$ cat config.mk
export PLATFORM = sky130hd
export DESIGN_NAME = sfifo_push_arbiter
export DESIGN_NICKNAME = d
export VERILOG_FILES = /design/src/rtl/sfifo_push_arbiter.sv
export SDC_FILE = /design/constraint.sdc
export NUM_CORES = 1
export LEC_CHECK = 0
export CAP_MARGIN = 5
export CORE_MARGIN = 8
export CORE_UTILIZATION = 31
export DETAILED_ROUTE_END_ITERATION = 7
export PLACE_DENSITY = 0.78
export SYNTH_ARGS = -nofsm -noshare
export SYNTH_HDL_FRONTEND = slang
export SYNTH_SLANG_ARGS = --single-unit
$ cat constraint.sdc
create_clock -name CLK -period 1.64 [get_ports CLK]
set_clock_uncertainty 0.15 [all_clocks]
set_input_delay 0.164 -clock CLK [delete_from_list [all_inputs] [get_ports CLK]]
set_output_delay 0.164 -clock CLK [all_outputs]
set_load 0.02 [all_outputs]
$ cat src/rtl/sfifo_push_arbiter.sv
// Round-robin push arbiter and flush sequencer for one SFIFO_18K_BLK.
// Tracks FIFO overruns in a saturating status counter.
module sfifo_push_arbiter #(
  parameter int DATA_WIDTH   = 18,
  parameter int FLUSH_CYCLES = 4,
  parameter int CNT_WIDTH    = 8
) (
  input  logic                  CLK,
  input  logic                  RESET,
  input  logic [DATA_WIDTH-1:0] REQ0_DIN,
  input  logic                  REQ0_VALID,
  output logic                  REQ0_READY,
  input  logic [DATA_WIDTH-1:0] REQ1_DIN,
  input  logic                  REQ1_VALID,
  output logic                  REQ1_READY,
  output logic [DATA_WIDTH-1:0] FIFO_DIN,
  output logic                  FIFO_PUSH,
  output logic                  FIFO_Async_Flush,
  input  logic                  FIFO_Full,
  input  logic                  FIFO_Overrun_Error,
  input  logic                  FLUSH_REQ,
  output logic                  FLUSH_BUSY,
  output logic                  FLUSH_DONE,
  output logic                  GRANT_ID,
  output logic [CNT_WIDTH-1:0]  OVERRUN_CNT
);

  localparam int FCW =
    (FLUSH_CYCLES > 1) ? $clog2(FLUSH_CYCLES) : 1;

  typedef enum logic [1:0] {
    IDLE   = 2'd0,
    FLUSH  = 2'd1,
    SETTLE = 2'd2
  } state_t;

  state_t               r_state;
  state_t               w_nstate;
  logic [FCW-1:0]       r_cnt;
  logic [FCW-1:0]       w_ncnt;
  logic                 r_pri;
  logic                 r_done;
  logic                 r_aflush;
  logic [CNT_WIDTH-1:0] r_ovr;

  logic w_push_ok;
  logic w_gnt;
  logic w_push;

  // Contention goes to r_pri; otherwise whichever side is valid.
  assign w_gnt     = (REQ0_VALID & REQ1_VALID) ? r_pri : REQ1_VALID;
  assign w_push_ok = (r_state == IDLE) & ~FLUSH_REQ &
                     ~FIFO_Full & ~RESET;

  assign REQ0_READY = w_push_ok & ~w_gnt;
  assign REQ1_READY = w_push_ok & w_gnt;
  assign w_push     = (REQ0_VALID & REQ0_READY) |
                      (REQ1_VALID & REQ1_READY);

  assign FIFO_PUSH        = w_push;
  assign FIFO_DIN         = (w_push & w_gnt) ? REQ1_DIN : REQ0_DIN;
  assign FIFO_Async_Flush = r_aflush;
  assign FLUSH_BUSY       = (r_state != IDLE);
  assign FLUSH_DONE       = r_done;
  assign GRANT_ID         = r_pri;
  assign OVERRUN_CNT      = r_ovr;

  always_comb begin
    w_nstate = r_state;
    w_ncnt   = r_cnt;
    unique case (r_state)
      IDLE: begin
        if (FLUSH_REQ) begin
          w_nstate = FLUSH;
          w_ncnt   = FCW'(FLUSH_CYCLES - 1);
        end
      end
      FLUSH: begin
        if (r_cnt == '0) w_nstate = SETTLE;
        else             w_ncnt   = r_cnt - 1'b1;
      end
      SETTLE: w_nstate = IDLE;
      default: w_nstate = IDLE;
    endcase
  end

  always_ff @(posedge CLK) begin
    if (RESET) begin
      r_state  <= IDLE;
      r_cnt    <= '0;
      r_pri    <= 1'b0;
      r_done   <= 1'b0;
      r_aflush <= 1'b0;
      r_ovr    <= '0;
    end else begin
      r_state  <= w_nstate;
      r_cnt    <= w_ncnt;
      r_done   <= (r_state == SETTLE);
      r_aflush <= (w_nstate == FLUSH);
      if (w_push) r_pri <= ~w_gnt;
      if (FIFO_Overrun_Error && (r_ovr != '1))
        r_ovr <= r_ovr + 1'b1;
    end
  end

endmodule
==> impl_results.html <==
<table>
<tr><th>Metric</th><th>Value</th></tr>
<tr><th colspan="2">Outcome</th></tr>
<tr><td>Result of the run</td><td>finished with violations</td></tr>
<tr><td>Violated checks</td><td>setup timing</td></tr>
<tr><th colspan="2">STA</th></tr>
<tr><td>Final worst slack</td><td>-0.3653 ns</td></tr>
<tr><td>Headroom to the max-slew limit</td><td>0.8131</td></tr>
<tr><td>Worst hold margin</td><td>0.2911 ns</td></tr>
<tr><td>Number of failing setup endpoints in the final timing report</td><td>21</td></tr>
<tr><td>Share of the clock period used by the worst path after layout</td><td>1.223</td></tr>
<tr><td>Timing-limited maximum frequency</td><td>498.7 MHz</td></tr>
<tr><td>Final count of hold timing violations</td><td>0</td></tr>
<tr><td>Transition at the pin with the smallest max-transition slack</td><td>0.2797 ns</td></tr>
<tr><td>Max Transition Viols Final</td><td>0</td></tr>
<tr><td>Setup repair after global routing missed its margin</td><td>true</td></tr>
<tr><td>Min Clock Period, post-route</td><td>2.005 ns</td></tr>
<tr><td>Sum Neg Setup Slack</td><td>-5.622 ns</td></tr>
<tr><th colspan="2">Finish</th></tr>
<tr><td>Area overhead of the layout relative to synthesis</td><td>100.9%</td></tr>
<tr><td>Most common library cell in the layout ignoring fill and taps</td><td>sky130_fd_sc_hd__clkdlybuf4s50_1</td></tr>
<tr><td>Diode count</td><td>0</td></tr>
<tr><td>Most frequent cells in the layout</td><td>sky130_fd_sc_hd__clkdlybuf4s50_1, sky130_fd_sc_hd__buf_6, sky130_fd_sc_hd__buf_4</td></tr>
<tr><td>Fill cell instance count of the final layout</td><td>282</td></tr>
<tr><td>Area of combinational cells with multiple inputs</td><td>701.9 um^2</td></tr>
<tr><td>Net count of the finished layout</td><td>241</td></tr>
<tr><td>Area of all placed cells without fillers</td><td>0.002063 mm^2</td></tr>
<tr><td>Sequential cell area in the final layout</td><td>306.5 um^2</td></tr>
<tr><td>Share of final-layout standard cells stronger than drive strength 1</td><td>0.4256</td></tr>
<tr><th colspan="2">Synthesis</th></tr>
<tr><td>Mean cell area of the mapped netlist</td><td>9.877 um^2</td></tr>
<tr><td>Share of synthesized flip-flops with an asynchronous set or reset</td><td>0</td></tr>
<tr><td>Summed instance area of the synthesized netlist</td><td>0.001027 mm^2</td></tr>
<tr><td>Fraction of the mapped netlist area in adder cells</td><td>0.02436</td></tr>
<tr><td>Syn_nets</td><td>149</td></tr>
<tr><td>Library cells used by synthesis</td><td>37</td></tr>
<tr><td>Simple-gate share of the synthesized area</td><td>0.2326</td></tr>
<tr><td>Synthesis-stage register bit count</td><td>15</td></tr>
<tr><td>Synthesized netlist cell count</td><td>104</td></tr>
<tr><td>Share of synthesized area spent on multiplexers</td><td>0.2716</td></tr>
<tr><td>Leading register cell type out of synthesis</td><td>sky130_fd_sc_hd__dfxtp_1</td></tr>
<tr><td>Dominant combinational cell family by area after synthesis</td><td>multiplexers</td></tr>
<tr><td>Number of synthesis warnings</td><td>0</td></tr>
<tr><td>Number of enable flip-flop cells after synthesis</td><td>0</td></tr>
<tr><td>Post-synthesis xor/xnor area fraction</td><td>0</td></tr>
<tr><td>Compound-cell area share of the yosys netlist</td><td>0.1279</td></tr>
<tr><td>Sequential-to-total area share from yosys stat</td><td>0.2923</td></tr>
<tr><th colspan="2">Place</th></tr>
<tr><td>Final GP Congestion</td><td>0.7928</td></tr>
<tr><td>Pre-CTS WS</td><td>-0.7121 ns</td></tr>
<tr><td>Cell area reported after detailed placement</td><td>0.001907 mm^2</td></tr>
<tr><td>Half-perimeter wire length after detailed placement</td><td>3.487 mm</td></tr>
<tr><td>Number of I/O port buffers</td><td>75</td></tr>
<tr><th colspan="2">Worst setup path</th></tr>
<tr><td>Launch instance of the worst register-to-register path</td><td>OVERRUN_CNT[0]$_SDFFE_PP0P_</td></tr>
<tr><td>Critical path startpoint</td><td>r_state[0]$_SDFF_PP0_</td></tr>
<tr><td>Crit path capture type</td><td>output port</td></tr>
<tr><td>Worst Setup Start Kind</td><td>flip-flop</td></tr>
<tr><td>Crit path kind</td><td>flip-flop to output port</td></tr>
<tr><td>Maximum fanout along the worst path</td><td>5</td></tr>
<tr><td>Arrival time at the worst endpoint</td><td>1.69 ns</td></tr>
<tr><td>Data required, critical path</td><td>1.33 ns</td></tr>
<tr><th colspan="2">Global route</th></tr>
<tr><td>Largest net degree at the start of global routing</td><td>19</td></tr>
<tr><td>First-pass GRT wire length</td><td>6.127 mm</td></tr>
<tr><td>Total global routing overflow</td><td>0</td></tr>
<tr><td>Antenna violations before repair</td><td>0</td></tr>
<tr><td>Vias in the first global route</td><td>1190</td></tr>
<tr><td>Total routing resource utilization after global routing</td><td>0.1482</td></tr>
<tr><th colspan="2">Hold path</th></tr>
<tr><td>Path category of the worst min-delay check</td><td>input pin to flip-flop</td></tr>
<tr><td>Start point of the worst hold path</td><td>FLUSH_REQ</td></tr>
<tr><th colspan="2">Die</th></tr>
<tr><td>Die width</td><td>73.57 um</td></tr>
<tr><td>IO Pins</td><td>76</td></tr>
<tr><td>Initial cell density of the core</td><td>0.3153</td></tr>
<tr><td>Row count</td><td>21</td></tr>
<tr><td>Die Y-Extent</td><td>73.57 um</td></tr>
<tr><td>Core box area</td><td>0.003258 mm^2</td></tr>
<tr><td>Total die area</td><td>0.005412 mm^2</td></tr>
<tr><th colspan="2">Detailed routing</th></tr>
<tr><td>Count of unresolved DRC violations after routing</td><td>0</td></tr>
<tr><td>Average wire length per cell after detail routing</td><td>18.38 um</td></tr>
<tr><td>Total via count after detailed routing</td><td>1172</td></tr>
<tr><td>Final antenna-violating net count</td><td>0</td></tr>
<tr><td>Total length of routed wires</td><td>4.429 mm</td></tr>
<tr><td>First drt pass iteration count</td><td>4</td></tr>
<tr><td>Count of routing violations after the opening detailed-route iteration</td><td>17</td></tr>
<tr><td>Routed vias/inst</td><td>4.863</td></tr>
<tr><th colspan="2">CTS</th></tr>
<tr><td>Maximum number of buffers from clock root to sink</td><td>2</td></tr>
<tr><td>TritonCTS clock tree</td><td>done</td></tr>
<tr><td>H-tree depth reported by CTS</td><td>1</td></tr>
<tr><td>TritonCTS Buffers</td><td>3</td></tr>
<tr><td>Clock sink count</td><td>15</td></tr>
<tr><td>Cell at the root of the clock tree</td><td>sky130_fd_sc_hd__clkbuf_4</td></tr>
<tr><td>Worst-Skew Late Latency</td><td>0.28 ns</td></tr>
<tr><td>Reg clk slew, reported paths</td><td>0.10 ns</td></tr>
<tr><td>Number of hold-repair buffers added at the cts stage</td><td>0</td></tr>
<tr><th colspan="2">Pwr</th></tr>
<tr><td>Max rail drop VDD</td><td>0.0003883 V</td></tr>
<tr><td>Total power divided by cell area</td><td>505.1 mW/mm^2</td></tr>
<tr><td>Static Leak</td><td>0.9187 nW</td></tr>
<tr><th colspan="2">Flow run</th></tr>
<tr><td>Max_cap viols</td><td>0</td></tr>
</table>
routing by layer:
layer	vias up	part of all wire	wire length (um)	GRT usage
met2	39	0.57	2516	0.3031
met4	0	0.0097	43	0.03548
met5	-	0	0	0
met1	559	0.35	1538	0.1360
li1	570	-	-	-
met3	4	0.075	330	0.04229
cell families (layout without fill, tap and decap cells):
group / Yosys count / in the layout
AND/OR/NAND/NOR: 35 / 35
adder cells (fa/ha/maj): 2 / 2
flip-flops: 15 / 15
multiplexers: 22 / 22
buffers and inverters: 10 / 101
AO/OA/AOI/OAI: 20 / 20
synthesized netlist by cell type (all sizes together), types with 2 or more instances:
library cell | number | area, um^2
nand4 | 4 | 40.04
nand3 | 2 | 10.01
nor2b | 2 | 12.51
ha | 2 | 25.02
inv | 5 | 18.77
or3 | 2 | 12.51
buf | 2 | 22.52
or3b | 2 | 17.52
and3 | 2 | 12.51
clkbuf | 3 | 11.26
mux2i | 2 | 20.02
nand2b | 4 | 25.02
nor3 | 4 | 31.28
o21ai | 4 | 20.02
dfxtp | 15 | 300.3
nor3b | 3 | 22.52
a21boi | 2 | 15.01
nor2 | 5 | 21.27
a21oi | 5 | 25.02
a211oi | 2 | 15.01
mux2 | 20 | 259.0
worst paths after layout:
path         cells past startpoint                          end  slack [ns]
max                              6                 FIFO_DIN[15]       -0.37
min                              4        r_state[0]$_SDFF_PP0_        0.29
max reg2reg                      4  OVERRUN_CNT[0]$_SDFFE_PP0P_        0.06
min reg2reg                      2        r_cnt[1]$_SDFFE_PP0P_        0.37
metrics by stage:
step           utilization  instances  power [mW]
3_3_place_gp        0.5853        231      0.7967
4_1_cts             0.6114        239       1.036
3_5_place_dp        0.5853        231      0.8126
2_1_floorplan            -        104      0.5859
5_1_grt             0.6333        241       1.094
6_report            0.6333        241       1.042
where the power goes:
group / internal, mW / switching [mW] / total [mW]
Sequential: 0.386 / 0.0160 / 0.402
Clock: 0.0926 / 0.123 / 0.216
Combinational: 0.253 / 0.171 / 0.425
Total: 0.732 / 0.311 / 1.04
sequential cells by signal (all words and copies together), names as in the netlist:
register	flops
r_state	2
FLUSH_DONE	1
GRANT_ID	1
FIFO_Async_Flush	1
OVERRUN_CNT	8
r_cnt	2
critical path, cell delays in order, from the launching register on:
cell and delay [ns]:
sky130_fd_sc_hd__dfxtp_2 0.35, sky130_fd_sc_hd__nor3_4 0.16, sky130_fd_sc_hd__nand4_4 0.16, sky130_fd_sc_hd__buf_12 0.17, sky130_fd_sc_hd__buf_16 0.13, sky130_fd_sc_hd__mux2_4 0.30, sky130_fd_sc_hd__buf_6 0.13
cell type report:
| type | count | area share |
|---|---|---|
| clock buffer | 3 | 0.01092 |
| clock inverter | 1 | 0.003639 |
| timing repair buffer | 92 | 0.4585 |
| sequential | 15 | 0.1486 |
| tap | 46 | 0.02790 |
| multi-input combinational | 79 | 0.3402 |
| inverter | 5 | 0.01031 |
repair_timing:
action | in CTS | in global routing
setup buffers | 3 | 2
setup endpoints to repair | 29 | 24
gates resized for setup | 130 | 19
pin swaps | 1 | 3
gates cloned | 2 | 0
Note: power is estimated with default switching activity, not from simulation.
